**src/rtl/spi_arb_pkg.sv**
```systemverilog
// Shared types for the SPI arbiter: FSM states, length codes, default watchdog limit.
// Latency: n/a (declarations only).
// Backpressure: n/a.
package spi_arb_pkg;

   typedef enum logic [1:0] {
      ST_IDLE  = 2'd0,
      ST_START = 2'd1,
      ST_XFER  = 2'd2,
      ST_DONE  = 2'd3
   } arb_state_t;

   localparam logic [1:0] LEN_8  = 2'd0;
   localparam logic [1:0] LEN_16 = 2'd1;
   localparam logic [1:0] LEN_24 = 2'd2;
   localparam logic [1:0] LEN_32 = 2'd3;

   localparam int DEF_TIMEOUT_CYCLES = 1024;

endpackage

```
**src/rtl/spi_rr_picker.sv**
```systemverilog
// Round-robin pick: first set req bit scanning upward from ptr, wrapping modulo N_REQ.
// Latency: combinational.
// Backpressure: none; found=0 when req is empty.
module spi_rr_picker #(
   parameter int N_REQ = 4
) (
   input  logic [N_REQ-1:0]         req,
   input  logic [$clog2(N_REQ)-1:0] ptr,
   output logic [N_REQ-1:0]         gnt_next,
   output logic [$clog2(N_REQ)-1:0] index,
   output logic                     found
);

   localparam int IDX_W = $clog2(N_REQ);

   int slot;

   always_comb begin
      gnt_next = '0;
      index    = '0;
      found    = 1'b0;
      slot     = 0;
      for (int k = 0; k < N_REQ; k++) begin
         slot = int'(ptr) + k;
         if (slot >= N_REQ) slot = slot - N_REQ;
         if (!found && req[IDX_W'(slot)]) begin
            found                    = 1'b1;
            index                    = IDX_W'(slot);
            gnt_next[IDX_W'(slot)]   = 1'b1;
         end
      end
   end

endmodule

```
**src/rtl/spi_arbiter.sv**
```systemverilog
// Round-robin share of one spi_master among N_REQ requesters; optional busy watchdog under SPI_ARB_TIMEOUT_EN.
// Latency: spi_start in the cycle after req is sampled in IDLE; done one cycle after spi_busy falls.
// Backpressure: requesters hold req until done; arbitration stalls while spi_busy is high in IDLE.
module spi_arbiter
   import spi_arb_pkg::*;
#(
   parameter int N_REQ          = 4,
   parameter int TIMEOUT_CYCLES = DEF_TIMEOUT_CYCLES
) (
   input  logic                 clk,
   input  logic                 rst,
   input  logic [N_REQ-1:0]     req,
   input  logic [N_REQ*32-1:0]  req_tx_data,
   input  logic [N_REQ*3-1:0]   req_chip,
   input  logic [N_REQ*2-1:0]   req_len,
   output logic [N_REQ-1:0]     gnt,
   output logic [N_REQ-1:0]     done,
   output logic [31:0]          rx_data,
   output logic                 err,
   output logic                 spi_start,
   input  logic                 spi_busy,
   output logic [31:0]          spi_tx_data,
   input  logic [31:0]          spi_rx_data,
   output logic [2:0]           spi_chip,
   output logic [1:0]           spi_len
);

   localparam int IDX_W = $clog2(N_REQ);

   arb_state_t       state, state_nx;
   logic [IDX_W-1:0] ptr, g_idx, pick_idx;
   logic [N_REQ-1:0] pick_gnt;
   logic             pick_found;
   logic             timeout;
   logic [31:0]      sel_tx;
   logic [2:0]       sel_chip;
   logic [1:0]       sel_len;
   logic             grant_now, done_now;

   spi_rr_picker #(.N_REQ(N_REQ)) u_picker (
      .req      (req),
      .ptr      (ptr),
      .gnt_next (pick_gnt),
      .index    (pick_idx),
      .found    (pick_found)
   );

   always_comb begin
      sel_tx   = '0;
      sel_chip = '0;
      sel_len  = '0;
      for (int k = 0; k < N_REQ; k++) begin
         if (pick_gnt[k]) begin
            sel_tx   = req_tx_data[k*32 +: 32];
            sel_chip = req_chip[k*3 +: 3];
            sel_len  = req_len[k*2 +: 2];
         end
      end
   end

`ifdef SPI_ARB_TIMEOUT_EN
   logic [31:0] to_cnt;

   // Cleared while IDLE/DONE, so it starts from zero on every entry to START.
   always_ff @(posedge clk or posedge rst) begin
      if (rst)
         to_cnt <= '0;
      else if (state == ST_START || state == ST_XFER)
         to_cnt <= to_cnt + 32'd1;
      else
         to_cnt <= '0;
   end

   assign timeout = (state == ST_START || state == ST_XFER) &&
                    (to_cnt == 32'(TIMEOUT_CYCLES - 1));
`else
   wire unused_timeout_cfg = (TIMEOUT_CYCLES > 0);
   assign timeout = 1'b0;
`endif

   always_ff @(posedge clk or posedge rst) begin
      if (rst) state <= ST_IDLE;
      else     state <= state_nx;
   end

   always_comb begin
      state_nx = state;
      unique case (state)
         ST_IDLE:  if (pick_found && !spi_busy) state_nx = ST_START;
         ST_START: if (timeout) state_nx = ST_DONE;
                   else if (spi_busy) state_nx = ST_XFER;
         ST_XFER:  if (timeout || !spi_busy) state_nx = ST_DONE;
         ST_DONE:  state_nx = ST_IDLE;
         default:  state_nx = ST_IDLE;
      endcase
   end

   assign grant_now = (state == ST_IDLE) && (state_nx == ST_START);
   assign done_now  = (state != ST_DONE) && (state_nx == ST_DONE);

   // Config is captured only at grant, so req_* changes mid-transfer have no effect.
   always_ff @(posedge clk or posedge rst) begin
      if (rst) begin
         gnt         <= '0;
         g_idx       <= '0;
         ptr         <= '0;
         done        <= '0;
         err         <= 1'b0;
         rx_data     <= '0;
         spi_start   <= 1'b0;
         spi_tx_data <= '0;
         spi_chip    <= '0;
         spi_len     <= '0;
      end else begin
         done <= '0;
         err  <= 1'b0;
         if (grant_now) begin
            gnt         <= pick_gnt;
            g_idx       <= pick_idx;
            spi_tx_data <= sel_tx;
            spi_chip    <= sel_chip;
            spi_len     <= sel_len;
            spi_start   <= 1'b1;
         end
         if (state == ST_START && state_nx != ST_START)
            spi_start <= 1'b0;
         if (done_now) begin
            done    <= gnt;
            err     <= timeout;
            rx_data <= timeout ? 32'd0 : spi_rx_data;
            ptr     <= (g_idx == IDX_W'(N_REQ - 1)) ? '0 : g_idx + 1'b1;
         end
         if (state == ST_DONE)
            gnt <= '0;
      end
   end

endmodule

```
**config.mk**
```make
export PLATFORM = sky130hd
export DESIGN_NAME = spi_arbiter
export DESIGN_NICKNAME = d
export VERILOG_FILES = /design/src/rtl/spi_arb_pkg.sv /design/src/rtl/spi_rr_picker.sv /design/src/rtl/spi_arbiter.sv
export SDC_FILE = /design/constraint.sdc
export NUM_CORES = 1
export LEC_CHECK = 0
export BUFFER_PORTS_ARGS = -buffer_cell sky130_fd_sc_hd__buf_2
export CORE_MARGIN = 2
export CORE_UTILIZATION = 47
export CTS_BUF_LIST = sky130_fd_sc_hd__clkbuf_4 sky130_fd_sc_hd__clkbuf_8
export DETAILED_ROUTE_END_ITERATION = 8
export GPL_ROUTABILITY_DRIVEN = 0
export HOLD_SLACK_MARGIN = 0.08
export PLACE_DENSITY = 0.85
export SETUP_SLACK_MARGIN = 0.5
export SKIP_LAST_GASP = 1
export SLEW_MARGIN = 20
export SYNTH_ARGS = -nofsm -noshare
export SYNTH_HDL_FRONTEND = slang
export SYNTH_SLANG_ARGS = --single-unit
```
**constraint.sdc**
```tcl
create_clock -name clk -period 4.61 [get_ports clk]
set_input_delay 0.2305 -clock clk [delete_from_list [all_inputs] [get_ports clk]]
set_output_delay 0.2305 -clock clk [all_outputs]
set_load 0.01 [all_outputs]
```
# Word-level counts from Yosys, hierarchy flattened
# Index checks and enable logic that the tools add are counted.
word_totals:
  register_bits: 84
  latchBits: 0
  mem_bits_rw: 0
  romBits: 0
  inputBits: 187
  output_inout_bits: 79
  wordCells: 117
  mem_count: 0
classes:
  addsub: 8
  mul: 0
  div: 0
  n_lt_le_gt_ge: 12
  eq_ne: 8
  shifts: 0
  mux: 58
  n_bitwise: 3
  n_reduce_logical: 18
ops:
  columns: ["cell", "n"]
  rows:
  - ["two-way mux 32 bit", 4]
  - ["two-way mux 2 bit", 16]
  - ["two-way mux 4 bit", 7]
  - ["two-way mux 1 bit", 18]
  - ["less-than comparator 2 x 4 -> 1 bit (second input constant)", 4]
  - ["two-way mux 3 bit", 4]
  - ["OR 4 bit", 3]
  - ["logical AND 1 bit", 11]
  - ["greater-or-equal comparator 3 bit (second input constant)", 3]
  - ["binary-select mux 1 bit (select 2 bit)", 4]
  - ["demux 1 bit (select 2 bit)", 4]
  - ["== test 2 bit (second input constant)", 4]
  - ["greater-or-equal comparator 2 x 1 -> 1 bit (second input constant)", 4]
  - ["case mux 2 bit (4 select lines)", 1]
  - ["subtractor 2 x 1 -> 2 bit (second input constant)", 4]
  - ["adder 2 x 2 -> 3 bit (second input constant)", 2]
  - ["== test 2 x 1 -> 1 bit (second input constant)", 2]
  - ["zero test 1 bit", 4]
  - ["nonzero test 2 bit", 2]
  - ["adder 2 x 1 -> 3 bit (second input constant)", 1]
  - ["greater-or-equal comparator 2 x 3 -> 1 bit (second input constant)", 1]
  - ["adder 2 x 1 -> 2 bit (second input constant)", 1]
  - ["zero test 2 bit", 1]
  - ["!= test 2 x 1 -> 1 bit (second input constant)", 1]
  - ["!= test 2 bit (second input constant)", 1]

# Logic depth before layout (Yosys ltp)
logic_depth:
  ltp_word: 22
  ltp_mapped: 13
  depth_no_buf: 8

# Cells and area by module
# From an unflattened synthesis, not the netlist that was laid out.
unflattened:
  hier_cells: 517
  area_unflattened_um2: 4946.0
by_module_without_submodules:
  columns: ["module", "instances", "cells_each", "area_each_um2", "seq_area_each_um2"]
  rows:
  - ["spi_arbiter", 1, 454, 4445.5, 2102.0]
  - ["spi_rr_picker", 1, 63, 500.5, 0.0]

# Worst setup path after synthesis
# No wires, ideal clock.
synth_timing:
  path_kind: "register -> register"
  start: "register ptr[0]"
  end: "register spi_chip[0]"
  setup_ns: 0.094
  arrival_time_ns: 3.189
  t_required_ns: 4.516
  slack_ns: 1.327
  stages_incl_launch_ff: 13
  n_path_buf: 4
  synth_period_minus_slack_ns: 3.283
  path_cell_list: "dfrtp_1 > buf_6 > buf_2 > inv_1 > ha_1 > buf_6 > mux4_2 > and2_4 > o31a_1 > a311oi_4 > buf_6 > a22oi_2 > a221oi_2"
synth_via:
  elab_chain_len: 20
  elab_cells_between_ends: 73
  classes_between: "7 x add/sub; 12 x order compare; 1 x eq/ne; 38 x mux; 3 x bitwise; 12 x reduce/logical"
synth_rtl:
  columns: ["element", "line", "rtl"]
  rows:
  - ["from (decl)", "spi_arbiter.sv:31", "logic [IDX_W-1:0] ptr, g_idx, pick_idx;"]
  - ["from (signal assigned)", "spi_arbiter.sv:131", "ptr <= (g_idx == IDX_W'(N_REQ - 1)) ? '0 : g_idx + 1'b1;"]
  - ["parallel branches: the longest is 20 deep, another holds less-than comparator 2 x 4 -> 1 bit", null, null]
  - ["to (signal assigned)", "spi_arbiter.sv:121", "spi_chip <= sel_chip;"]
  - ["to (decl)", "spi_arbiter.sv:24", "output logic [2:0] spi_chip,"]
# Parallel ways; which one is timed is not known. The select of a mux whose other input is x is not followed.
# A chain may end at the register's enable or synchronous reset.

# Worst setup path after layout
layout_timing:
  start: "register ptr[1]"
  end: "register spi_tx_data[28]"
layout_via:
  elab_chain_len: 20
  elab_cells_between_ends: 73
  classes_between: "7 x add/sub; 12 x order compare; 1 x eq/ne; 38 x mux; 3 x bitwise; 12 x reduce/logical"
layout_rtl:
  columns: ["element", "line", "rtl"]
  rows:
  - ["parallel branches: the longest is 20 deep, another holds less-than comparator 2 x 4 -> 1 bit", null, null]
  - ["to (signal assigned)", "spi_arbiter.sv:120", "spi_tx_data <= sel_tx;"]
  - ["to (decl)", "spi_arbiter.sv:22", "output logic [31:0] spi_tx_data,"]
# Parallel ways; which one is timed is not known. The select of a mux whose other input is x is not followed.

==> Implementation_results.wiki <==
{| class="wikitable"
! Metric !! Value
|-
| Total of warnings raised by yosys || 0
|-
| Highest routing layer actually used || met4
|-
| Clock Latency Late Sink || 0.36 ns
|-
| Clk root buf || sky130_fd_sc_hd__clkbuf_8
|-
| Wire length of the first global-routing pass || 24,400 um
|-
| Core region area || 10,400 sq um
|-
| Syn_nets || 646
|-
| Max Root-Sink Buffers || 2
|-
| Critical Path Source || ptr[1]$_DFFE_PP0N_
|-
| Minimum hold slack || 0.104 ns
|-
| Critical Path Start Type || register
|-
| Layout cells sized above 1 || 0.572
|-
| Clock Power Share || 0.131
|-
| Area fraction of the dominant cell type after synthesis || 0.417
|-
| Peak VDD IR || 0.431 mV
|-
| Clock-pin transition on the worst setup and hold timing paths || 0.09 ns
|-
| WL met2 || 8140 um
|-
| H-tree depth || 3
|-
| Sinks on Clock Net || 84
|-
| Outcome || finished clean
|-
| Skew final || 0.00951 ns
|-
| Chip height || 108 um
|-
| Type of the worst min-delay path || input port to register
|-
| Final-report setup violation count || 0
|-
| Reg-to-reg endpoint || spi_tx_data[28]$_DFFE_PP0P_
|-
| Prevailing post-synth register cell || sky130_fd_sc_hd__dfrtp_1
|-
| Count of antenna-violating nets left after detailed routing || 0
|-
| Initial DRC count || 613
|-
| Routed length on met1 || 5870 um
|-
| Final routed DRC violation total || 0
|-
| Largest net degree at the start of global routing || 46
|-
| Io pins || 266
|-
| Top post-synthesis cells by area || sky130_fd_sc_hd__dfrtp_1 (42%), sky130_fd_sc_hd__a221oi_2 (8.9%), sky130_fd_sc_hd__mux2_2 (7.6%)
|-
| Setup repair after global routing missed its margin || false
|-
| Critical path destination || spi_tx_data[28]$_DFFE_PP0P_
|-
| Critical path type || register to register
|-
| Most area-hungry cell type in the Yosys netlist || sky130_fd_sc_hd__dfrtp_1
|-
| Via total after detailed routing || 4,953
|-
| Summed area of non-filler cells in the final layout || 6670 sq um
|-
| Upper clock frequency limit || 260 MHz
|-
| Post-synthesis share of cell area spent on xor and xnor gates || 0
|-
| Starting utilization of the core area || 0.486
|-
| Final Power || 4.19 mW
|-
| Power density over the cells || 629 nW/um^2
|-
| Detail-routed via count per cell || 5.88
|-
| Internal power summed over all cells || 2.38 mW
|-
| Area Growth Syn to Fin || 32.3%
|-
| Placed cell area || 6450 sq um
|-
| Data arrival time of the worst path || 4.08 ns
|-
| Num CTS Buffers || 9
|-
| Total number of placement rows || 37
|-
| Worst relative slew slack || 0.493
|-
| Max-capacitance violation count || 0
|-
| Post-CTS Setup Bufs || 0
|-
| Share of flip-flops with an asynchronous set or reset || 1.00
|-
| Post-synthesis mux area share || 0.0953
|-
| CTS tree || done
|-
| Layout fillers || 820
|-
| Final nets || 896
|-
| Final worst path period share || 0.833
|-
| Wire length after detailed routing || 16,000 um
|-
| Synthesized area per cell || 11.2 sq um
|-
| Reg-to-reg setup timing slack || 0.77 ns
|-
| Post-Synth Adder-Cell Area || 0.0223
|-
| Post-synthesis register bit count || 84
|-
| Share of total power in sequential cells || 0.314
|-
| Global-route usage over all layers || 0.269
|-
| Leak pwr || 3.15 nW
|-
| Number of global-route vias before repair || 4,916
|-
| Cells after synthesis || 450
|-
| Synth Area in Simple Gates || 0.102
|-
| Routed wire length per instance || 19.0 um
|-
| Number of endpoints with negative hold slack in the final report || 0
|-
| Number of cells on the worst reg-to-reg path || 9
|-
| Initial antenna violation count || 1
|-
| Die area || 11,600 sq um
|-
| Share of the synthesized area in compound gates (AO/OA/AOI/OAI) || 0.287
|-
| # port buffers || 264
|-
| Switching power summed over all nets || 1.82 mW
|-
| Post-Route Setup TNS || 0 ns
|-
| Routed wire length on met3 || 1500 um
|-
| Dominant combinational cell family by area after synthesis || compound AO/OA/AOI/OAI gates
|-
| Post-DP HPWL || 11,800 um
|-
| Die extent in x || 108 um
|-
| Overflow left after global routing || 0
|-
| Final Max Slew Viols || 0
|-
| Post-synthesis sequential area ratio || 0.417
|-
| Element type at the critical path end || register
|-
| Final Critical Period || 3.84 ns
|-
| Reg-to-reg critical path startpoint || ptr[1]$_DFFE_PP0N_
|-
| Post-synth EDFFs || 0
|-
| Critical path data required time || 4.85 ns
|-
| Switching power share of the total || 0.433
|-
| Synthesized area || 5040 sq um
|-
| Synth cell types || 48
|-
| CP max FO || 37
|-
| Logic pwr share || 0.555
|-
| Pin slew with the least headroom to its limit || 0.760 ns
|-
| Detailed Routing Iterations Pass 1 || 5
|}
[power by group through the flow]
stage | sequential (mW) | combinational (mW) | clock, mW
finish | 1.32 | 2.33 | 0.549
global route | 1.35 | 2.50 | 0.599
CTS | 1.31 | 2.32 | 0.565
detailed placement | 1.32 | 2.31 | 0
global placement | 1.30 | 2.23 | 0
floorplan | 1.44 | 1.48 | 0
[per-layer routing]
| metal | vias up | track usage |
|---|---|---|
| met3 | 48 | 0.0648 |
| met5 | - | 0 |
| li1 | 2189 | - |
| met2 | 299 | 0.467 |
| met1 | 2417 | 0.318 |
| met4 | 0 | 0.114 |
[how the worst min path moves through the flow]
stage | startpoint | end | slack (ns) | depth (start not counted)
floorplan | req_chip[6] | spi_chip[0]$_DFFE_PP0P_ | 0.37 | 2
global placement | rst | rx_data[17]$_DFFE_PP0N_ | 0.34 | 2
detailed placement | rst | rx_data[12]$_DFFE_PP0N_ | 0.37 | 2
CTS | spi_rx_data[27] | rx_data[27]$_DFFE_PP0N_ | 0.08 | 2
global route | spi_rx_data[3] | rx_data[3]$_DFFE_PP0N_ | 0.09 | 2
finish | spi_rx_data[29] | rx_data[29]$_DFFE_PP0N_ | 0.10 | 2
[synthesized netlist by cell type (3+ instances only)]
cell / count
sky130_fd_sc_hd__a221oi_2: 30
sky130_fd_sc_hd__o31ai_1: 3
sky130_fd_sc_hd__a22oi_1: 8
sky130_fd_sc_hd__nand3_1: 5
sky130_fd_sc_hd__or3_1: 3
sky130_fd_sc_hd__nor3_1: 4
sky130_fd_sc_hd__buf_6: 6
sky130_fd_sc_hd__and2_1: 4
sky130_fd_sc_hd__clkbuf_1: 14
sky130_fd_sc_hd__ha_1: 9
sky130_fd_sc_hd__a221oi_1: 11
sky130_fd_sc_hd__nand2_1: 11
sky130_fd_sc_hd__nand2b_1: 39
sky130_fd_sc_hd__o21ai_0: 11
sky130_fd_sc_hd__buf_1: 3
sky130_fd_sc_hd__mux4_2: 3
sky130_fd_sc_hd__dfrtp_1: 84
sky130_fd_sc_hd__a22oi_2: 30
sky130_fd_sc_hd__nor2_1: 9
sky130_fd_sc_hd__buf_4: 3
sky130_fd_sc_hd__inv_1: 44
sky130_fd_sc_hd__buf_2: 12
sky130_fd_sc_hd__o22ai_1: 37
sky130_fd_sc_hd__mux2_2: 34
sky130_fd_sc_hd__a21oi_1: 4
sky130_fd_sc_hd__mux2i_1: 3
[metrics by stage]
stage | util | worst slack (ns) | instances
2_1_floorplan | - | 1.33 | 450
3_3_place_gp | 0.622 | 1.07 | 824
3_5_place_dp | 0.622 | 0.900 | 824
4_1_cts | 0.643 | 0.869 | 841
5_1_grt | 0.643 | 0.630 | 842
6_report | 0.643 | 0.770 | 842
[layout make-up]
class                           instances  area (sq um)  share of cell area
Antenna cell                            1          2.50            0.000375
Clock buffer                            9           124              0.0186
Clock inverter                          7          85.1              0.0128
Inverter                               44           166              0.0249
Multi-Input combinational cell        284          2600               0.390
Sequential cell                        84          2100               0.315
Tap cell                              136           170              0.0255
Timing Repair Buffer                  277          1420               0.213
[state kept, by name, summed over array words and instances, names as in the netlist]
register,count
done,4
g_idx,2
gnt,4
ptr,2
rx_data,32
spi_chip,3
spi_len,2
spi_start,1
spi_tx_data,32
state,2
[worst max-delay path, stage by stage (launching register included)]
cell	delay [ns]
sky130_fd_sc_hd__dfrtp_1	0.58
sky130_fd_sc_hd__inv_1	0.26
sky130_fd_sc_hd__ha_1	0.54
sky130_fd_sc_hd__mux4_2	0.62
sky130_fd_sc_hd__and2_4	0.19
sky130_fd_sc_hd__o31a_1	0.30
sky130_fd_sc_hd__a311oi_4	0.20
sky130_fd_sc_hd__buf_4	0.53
sky130_fd_sc_hd__a22oi_1	0.15
sky130_fd_sc_hd__a221oi_1	0.34
[timing repair]
action                                  CTS  global route
gates resized for setup                   0             0
endpoints found under the setup margin    0             0
hold endpoints to repair                 39             0
hold buffers                              1             0
[kinds of logic (layout without fill, tap and decap cells)]
family	count (synthesis)	after routing
and+or+nand+nor	88	88
other	1	2
DFF	84	84
adders and majority gates	9	9
muxes	40	40
AOI/OAI and AO/OA	146	146
buffers and inverters	82	337
[placed cells by master (no fill, tap or decap), types with 2 or more instances in the layout]
cell / n
sky130_fd_sc_hd__buf_4: 12
sky130_fd_sc_hd__a21oi_1: 4
sky130_fd_sc_hd__a22oi_1: 8
sky130_fd_sc_hd__nand2_1: 10
sky130_fd_sc_hd__ha_1: 9
sky130_fd_sc_hd__mux4_2: 3
sky130_fd_sc_hd__or3_1: 3
sky130_fd_sc_hd__nor2_1: 9
sky130_fd_sc_hd__clkbuf_8: 9
sky130_fd_sc_hd__clkinv_2: 2
sky130_fd_sc_hd__nor3_1: 3
sky130_fd_sc_hd__mux2i_1: 3
sky130_fd_sc_hd__o31a_1: 2
sky130_fd_sc_hd__inv_6: 2
sky130_fd_sc_hd__o21ai_0: 11
sky130_fd_sc_hd__o31ai_1: 3
sky130_fd_sc_hd__inv_1: 43
sky130_fd_sc_hd__o22ai_1: 37
sky130_fd_sc_hd__nand3_1: 5
sky130_fd_sc_hd__nand2b_1: 39
sky130_fd_sc_hd__and2_1: 4
sky130_fd_sc_hd__mux2_2: 34
sky130_fd_sc_hd__nand3b_1: 2
sky130_fd_sc_hd__a22oi_2: 30
sky130_fd_sc_hd__a221oi_1: 10
sky130_fd_sc_hd__a221oi_2: 30
sky130_fd_sc_hd__dfrtp_1: 84
sky130_fd_sc_hd__buf_2: 264
(Power assumes the default switching activity.)
